[src/rtl/noc_inject_arbiter.sv]
// Round-robin arbiter that merges M flit streams into one registered valid/ready output.
// Also keeps a saturating count of accepted flits for each requester.
module noc_inject_arbiter #(
  parameter int WIDTH        = 32,
  parameter int N            = 16,
  parameter int N_ADDR_WIDTH = $clog2(N),
  parameter int M            = 4,
  parameter int IDX_WIDTH    = (M > 1) ? $clog2(M) : 1,
  parameter int CNT_WIDTH    = 16
) (
  input  logic                   clk,
  input  logic                   rst,
  input  logic [M*WIDTH-1:0]     req_data_in,
  input  logic [M-1:0]           req_valid_in,
  output logic [M-1:0]           req_ready_out,
  output logic [WIDTH-1:0]       data_out,
  output logic                   valid_out,
  input  logic                   ready_in,
  output logic [IDX_WIDTH-1:0]   grant_idx_out,
  output logic [M*CNT_WIDTH-1:0] grant_count_out
);

  // Flits must be wide enough to hold the {src, dst, id} header.
  if (M < 1 || M > 16 || WIDTH < 2 * N_ADDR_WIDTH + 8) begin : g_param_check
    $error("noc_inject_arbiter: illegal parameter combination");
  end

  logic [IDX_WIDTH-1:0] ptr;
  logic [IDX_WIDTH-1:0] win_idx;
  logic                 win_found;
  logic [IDX_WIDTH:0]   cand;
  logic [WIDTH-1:0]     win_data;
  logic [IDX_WIDTH-1:0] ptr_next;
  logic                 load_en;
  logic                 transfer;
  logic [CNT_WIDTH-1:0] count [M];

  assign load_en  = !valid_out || ready_in;
  assign transfer = !rst && load_en && win_found;

  // Scan from ptr upward with wrap; walking offsets high-to-low leaves the nearest valid one.
  always_comb begin
    win_found = 1'b0;
    win_idx   = '0;
    cand      = '0;
    for (int k = M - 1; k >= 0; k--) begin
      cand = {1'b0, ptr} + (IDX_WIDTH + 1)'(k);
      cand = (cand >= (IDX_WIDTH + 1)'(M)) ? cand - (IDX_WIDTH + 1)'(M) : cand;
      win_idx   = req_valid_in[cand[IDX_WIDTH-1:0]] ? cand[IDX_WIDTH-1:0] : win_idx;
      win_found = win_found | req_valid_in[cand[IDX_WIDTH-1:0]];
    end
  end

  // Winner's flit and one-hot ready.
  always_comb begin
    win_data      = '0;
    req_ready_out = '0;
    for (int i = 0; i < M; i++) begin
      win_data         = (win_idx == IDX_WIDTH'(i)) ? req_data_in[i*WIDTH +: WIDTH] : win_data;
      req_ready_out[i] = transfer && (win_idx == IDX_WIDTH'(i));
    end
  end

  assign ptr_next = (win_idx == IDX_WIDTH'(M - 1)) ? '0 : win_idx + IDX_WIDTH'(1);

  // Output register and round-robin pointer.
  always_ff @(posedge clk) begin
    if (rst) begin
      valid_out     <= 1'b0;
      data_out      <= '0;
      grant_idx_out <= '0;
      ptr           <= '0;
    end else if (transfer) begin
      valid_out     <= 1'b1;
      data_out      <= win_data;
      grant_idx_out <= win_idx;
      ptr           <= ptr_next;
    end else if (load_en) begin
      valid_out     <= 1'b0;
    end else begin
      valid_out     <= valid_out;
    end
  end

  // Per-requester grant counters stop at all-ones instead of wrapping.
  always_ff @(posedge clk) begin
    for (int i = 0; i < M; i++) begin
      if (rst) begin
        count[i] <= '0;
      end else if (transfer && (win_idx == IDX_WIDTH'(i)) && (count[i] != {CNT_WIDTH{1'b1}})) begin
        count[i] <= count[i] + CNT_WIDTH'(1);
      end else begin
        count[i] <= count[i];
      end
    end
  end

  for (genvar g = 0; g < M; g++) begin : g_count_out
    assign grant_count_out[g*CNT_WIDTH +: CNT_WIDTH] = count[g];
  end

endmodule

[config.mk]
export PLATFORM = sky130hd
export DESIGN_NAME = noc_inject_arbiter
export DESIGN_NICKNAME = d
export VERILOG_FILES = /design/src/rtl/noc_inject_arbiter.sv
export SDC_FILE = /design/constraint.sdc
export NUM_CORES = 1
export LEC_CHECK = 0
export ABC_AREA = 1
export CORE_MARGIN = 2
export CORE_UTILIZATION = 47
export CTS_BUF_LIST = sky130_fd_sc_hd__clkbuf_4 sky130_fd_sc_hd__clkbuf_8
export CTS_CLUSTER_DIAMETER = 150
export DETAILED_ROUTE_END_ITERATION = 10
export GPL_ROUTABILITY_DRIVEN = 0
export MAX_ROUTING_LAYER = met4
export PLACE_DENSITY = 0.86
export SETUP_SLACK_MARGIN = 0.1
export SLEW_MARGIN = 15
export SYNTH_ARGS = -nofsm -noshare
export SYNTH_HDL_FRONTEND = slang
export SYNTH_SLANG_ARGS = --single-unit
[constraint.sdc]
create_clock -name clk -period 6.2 [get_ports clk]
set_input_delay 0.93 -clock clk [delete_from_list [all_inputs] [get_ports clk]]
set_output_delay 0.93 -clock clk [all_outputs]
set_load 0.005 [all_outputs]
Yosys cells after proc, flatten, opt, wreduce, memory -nomap -nowiden
Memories as Yosys holds them, arrays and structs flattened.
Cells that the tools add are included.
Widths: inputs -> output; s select.
{ "op_classes": {"addsub": 12, "magnitude_cmp": 8, "eq_ne": 7, "n_mux": 57, "bitwise": 11, "reduce_logical": 15} }
{ "op_table": {"columns": ["operator", "n"], "rows": [
  ["$mux 16", 8],
  ["$mux 32", 4],
  ["$add 16x1->16 const B", 4],
  ["$ne 16x16->1 const B", 4],
  ["$mux 1", 32],
  ["$mux 2", 9],
  ["$lt 2x3->1 const B", 4],
  ["$or 1x1->1", 11],
  ["$logic_and 1x1->1", 10],
  ["$ge 3x3->1 const B", 3],
  ["$bmux 1 s2", 4],
  ["$sub 2x1->2 const B", 4],
  ["$add 2x2->3 const B", 2],
  ["$eq 2x2->1 const B", 2],
  ["$add 2x1->3 const B", 1],
  ["$ge 2x3->1 const B", 1],
  ["$add 2x1->2 const B", 1],
  ["$eq 2x1->1 const B", 1],
  ["$logic_not 1->1", 2],
  ["$logic_not 2->1", 1],
  ["$reduce_bool 2->1", 1],
  ["$logic_or 1x1->1", 1]
]} }
{ "totals": {"register_bits": 37, "mem_bits_rw": 64, "in_bits": 135, "out_inout_bits": 103, "word_cells": 115, "n_memories": 1} }
{ "mem_list": {"columns": ["memory", "depth", "word_bits", "read_ports", "rd_clocked_by_memory_dff", "write_ports", "line", "rtl"], "rows": [
  ["count", 4, 16, 4, 0, 4, "36", "logic [CNT_WIDTH-1:0] count [M];"]
]} }

Logic depth before layout (Yosys ltp)
{ "logic_depth": {"word_depth": 17, "mapped_depth": 21, "mapped_depth_nobuf": 19} }

Least setup slack after synthesis
No wires, ideal clock.
{ "synth_timing": {"kind": "input-to-reg", "from": "input port req_valid_in[3]", "to": "memory count[3][0] (enable)", "arrival_ns": 2.925, "required_time_ns": 5.828, "slack_ns": 2.904, "path_stages": 17, "path_buffers": 2, "path_cell_list": "inv_1 o21ai_1 nand2_1 nand2_1 nor2_2 o21ai_0 nand2_1 nand2_1 nand2_1 inv_1 ha_1 buf_2 clkinv_1 nor2_2 o21ai_2 buf_6 nand2_1"} }
{ "synth_lines": {"columns": ["element", "line", "rtl"], "rows": [
  ["start: declaration", "14", "input logic [M-1:0] req_valid_in,"],
  ["end: declaration", "36", null]
]} }

Worst setup path after layout
{ "layout_timing": {"from": "input port req_valid_in[3]", "to": "output port req_ready_out[3]"} }
{ "layout_via": {"elab_chain_cells": 8} }
{ "layout_rtl": {"columns": ["element", "line", "rtl"], "rows": [
  ["$bmux 1 s2", "49", "win_idx = req_valid_in[cand[IDX_WIDTH-1:0]] ? cand[IDX_WIDTH-1:0] : win_idx;"],
  ["$mux 1 (not written as such)", "49", null],
  ["$mux 2 (3 in a row)", "49", null],
  ["$mux 2 *", "49", null],
  ["named net win_idx[1]", "29", "logic [IDX_WIDTH-1:0] win_idx;"],
  ["$eq 2x2->1 *", "60", "req_ready_out[i] = transfer && (win_idx == IDX_WIDTH'(i));"],
  ["$logic_and 1x1->1 *", "60", null],
  ["end: declaration", "15", "output logic [M-1:0] req_ready_out,"]
]} }
The timed path passes the listed nets; every way through them passes the cells marked *. The select of a mux whose other input is x is not followed.

==> impl_metrics.csv <==
group,metric,value,unit
outcome,outcome,"complete, no violations",
sta,max_freq,0.220,GHz
worst_setup_path,critPathSlowestCell,"clkdlybuf4s50_1",
synthesis,synthFlopType,"edfxtp_1",
hold_path,hp-start,"data_out[2]",
floorplanning,core_area,0.0126,mm2
sta,max_slew_margin,0.498,
clock_network,clkLatencyLatePin,0.36,ns
floorplanning,placement_rows,41,
worst_setup_path,cpPeakStageDelay,0.54,ns
sta,finalCritPeriodShare,0.734,
drt,drc,0,
synthesis,synth_area_leader_cell,"edfxtp_1",
finish,regArea,0.00266,mm2
synthesis,synth_top_area_frac,0.319,
synthesis,synth.avg_cell_area,7.92,um2
finish,fin_cells,1158,
drt,wl_per_cell,14.6,um
power,peakVddDrop,0.172,mV
worst_setup_path,path_class,"in -> out",
power,clkPwrFrac,0.131,
global_routing,gr-total-overflow,0,
synthesis,ys_types,36,
worst_setup_path,cp-start-kind,"primary input",
floorplanning,dieArea,0.0138,mm2
global_routing,grt_pass1_wl,27000,um
synthesis,yosys_warnings,0,
placement,dp.cells,1141,
drt,routed.top_layer,"met4",
floorplanning,die_x,117,um
worst_setup_path,r2r-start,"ptr[0]",
power,total_power,3.15,mW
drt,m1WireLength,6860,um
sta,rsz0062_at_grt,"false",
hold_path,hold_class,"reg -> reg",
worst_setup_path,crit_cells,16,
worst_setup_path,cp_num_buf_inv,6,
global_routing,grt_start_max_net_pins,48,
drt,wl_met2,8680,um
worst_setup_path,critical_path.max_fanout,16,
synthesis,synthXorXnorAreaFrac,0.0610,
power,intPower,1.87,mW
clock_network,cts_tree,"yes",
clock_network,root_buffer,"clkbuf_8",
power,leakage,3.49,nW
sta,skew,0.0143,ns
power,power_per_cell_area,364,mW/mm2
synthesis,synth_area,0.00603,mm2
sta,fin_crit,4.55,ns
finish,multi_input_area,0.00287,mm2
synthesis,synthAdderAreaFrac,0.0166,
run,cap_violations,0,
synthesis,synth_top_family_by_area,"simple AND/OR/NAND/NOR gates",
power,switching_power,1.28,mW
sta,drv_slew,0,
placement,dp_hpwl,12900,um
clock_network,clockBufferDepth,2,
drt,wl_met3,1030,um
synthesis,synth_nets,904,
synthesis,async_flop_share,0,
drt,first_pass_iters,5,
power,swShare,0.408,
synthesis,synth_seq_area_share,0.441,
worst_setup_path,crit_path_end_kind,"primary output",
sta,worst_pin_slew,0.749,ns
worst_setup_path,crit_end,"req_ready_out[3]",
sta,finalSetupViolCount,0,
synthesis,muxShareOfSynthArea,0.0249,
worst_setup_path,required,5.27,ns
power,combPwrFrac,0.528,
synthesis,synth_compound_area_frac,0.120,
drt,vias,5839,
sta,finalHoldViolations,0,
clock_network,holdBufCountCts,0,
clock_network,cts.sinks,101,
finish,layout_common_cells,"clkdlybuf4s50_1 (237), nand2_1 (195), nor2_1 (83)",
clock_network,cts_buffers,9,
clock_network,path_clk_slew,0.08,ns
drt,vias_per_cell,5.04,
drt,drt_iter0_drc,335,
synthesis,yosys.area_share.simple,0.253,
worst_setup_path,reg2reg_slack,2.80,ns
worst_setup_path,cp-startpoint,"req_valid_in[3]",
global_routing,grt_pass1_vias,5629,
worst_setup_path,cp_common_cell,"nand2_1",
finish,final_nets,1123,
worst_setup_path,path_delay_family,"buffers and inverters",
floorplanning,io_pins,238,
floorplanning,die_y,117,um
worst_setup_path,cp.arrival,3.62,ns
clock_network,ctsResizeCount,0,
synthesis,synth_edf_count,64,
worst_setup_path,cp_cell_sequence,"clkdlybuf4s50_1 > inv_1 > o21ai_1 > nand2_1 > nand2_1 > nor2_2 > o21ai_0 > nand2_1 > nand2_1 > nand2_1 > inv_1 > ha_1 > buf_4 > clkinv_1 > nor2_2 > clkdlybuf4s50_1",
worst_setup_path,reg2reg_depth,16,
finish,final_layout_size_suffix_gt1_frac,0.0518,
finish,syn_to_final_growth,43.5,%
drt,wl,16900,um
placement,io_buffers,237,
clock_network,htree_levels,3,
floorplanning,initial_utilization,0.480,
global_routing,gr-usage-all-layers,0.256,
worst_setup_path,rr_endpoint,"count[3][14]",
synthesis,synthTopCellsByArea,"edfxtp_1 (32%), dfxtp_1 (12%), nand2_1 (12%), nor2_1 (5.2%), inv_1 (4.6%)",
sta,timing.setup.tns,0,ns
synthesis,synthCells,761,
synthesis,ys_seq_elements,101,
drt,ant_nets,0,
finish,filler_cell_count,1059,
global_routing,grt_antenna_before_repair,0,
clock_network,postCtsSetupBuffers,0,
finish,final_common_cell,"clkdlybuf4s50_1",
power,p_seq_frac,0.340,
[area by class of cell]
cell class,instances,share of cell area
multi-input combinational,548,0.332
clock inverter,6,0.00737
inverter,77,0.0337
tap,172,0.0249
timing repair buffer,243,0.279
sequential,101,0.308
clock buffer,10,0.0152
antenna,1,0.000289
[power by group through the flow]
stage | combinational, mW | sequential (mW) | clock (mW)
detailed placement | 1.67 | 1.09 | 0
CTS | 1.67 | 1.07 | 0.423
global placement | 1.64 | 1.08 | 0
floorplan | 1.03 | 1.06 | 0
finish | 1.66 | 1.07 | 0.414
global route | 1.88 | 1.10 | 0.445
[routing by layer]
| layer | up-vias | global-route usage |
|---|---|---|
| li1 | 2948 | - |
| met1 | 2661 | 0.301 |
| met2 | 203 | 0.444 |
| met3 | 27 | 0.0402 |
| met4 | 0 | 0.0925 |
| met5 | - | - |
[per-stage QoR]
step                 util  hold WS [ns]  setup WS, ns  instance area [um2]
CTS                 0.689         0.476          1.64                 8650
global placement    0.673         0.459          1.76                 8460
global route        0.689         0.488          1.33                 8650
finish              0.689         0.471          1.65                 8660
detailed placement  0.673         0.463          1.65                 8460
floorplan               -         0.463          2.90                 6030
[cells by family (layout without fill, tap and decap cells)]
group                    after synthesis  in the layout
multiplexers                          15             15
AND/OR/NAND/NOR                      359            359
XOR/XNOR                              42             42
buffers and inverters                112            336
adder cells (fa/ha/maj)                8              8
flip-flops                           101            101
other                                  0              1
AO/OA/AOI/OAI                        124            124
[worst min-delay path by stage]
stage               slack (ns)            to  depth (start not counted)
floorplan                 0.46  data_out[14]                          2
global placement          0.46   data_out[2]                          2
detailed placement        0.46   data_out[2]                          2
CTS                       0.48  data_out[24]                          2
global route              0.49  data_out[13]                          2
finish                    0.47   data_out[2]                          2
[tightest hold or removal path: stages, from the launching register on]
cell and delay (ns):
dfxtp_1 0.31, nand3_1 0.07, nand2_1 0.05
[sequential cells by signal, indices dropped and copies added (netlist names)]
register / count
grant_idx_out: 2
ptr: 2
count: 64
data_out: 32
valid_out: 1
[synth_stat cells (2+ instances only)]
cell / number
nand2_1: 195
o21ai_2: 2
dfxtp_1: 37
xor2_1: 26
o21ai_0: 42
nand4_1: 11
ha_1: 8
nor2_2: 14
buf_12: 2
o211ai_1: 17
nand2_4: 2
nand3_1: 41
inv_1: 74
a21oi_1: 44
a22oi_1: 15
xnor2_1: 16
mux2i_1: 15
nand3_2: 3
buf_2: 7
nor3_1: 3
edfxtp_1: 64
buf_4: 3
nand2_2: 3
buf_6: 3
clkbuf_1: 20
nor2_1: 84
Power figures use the tool's default switching activity.
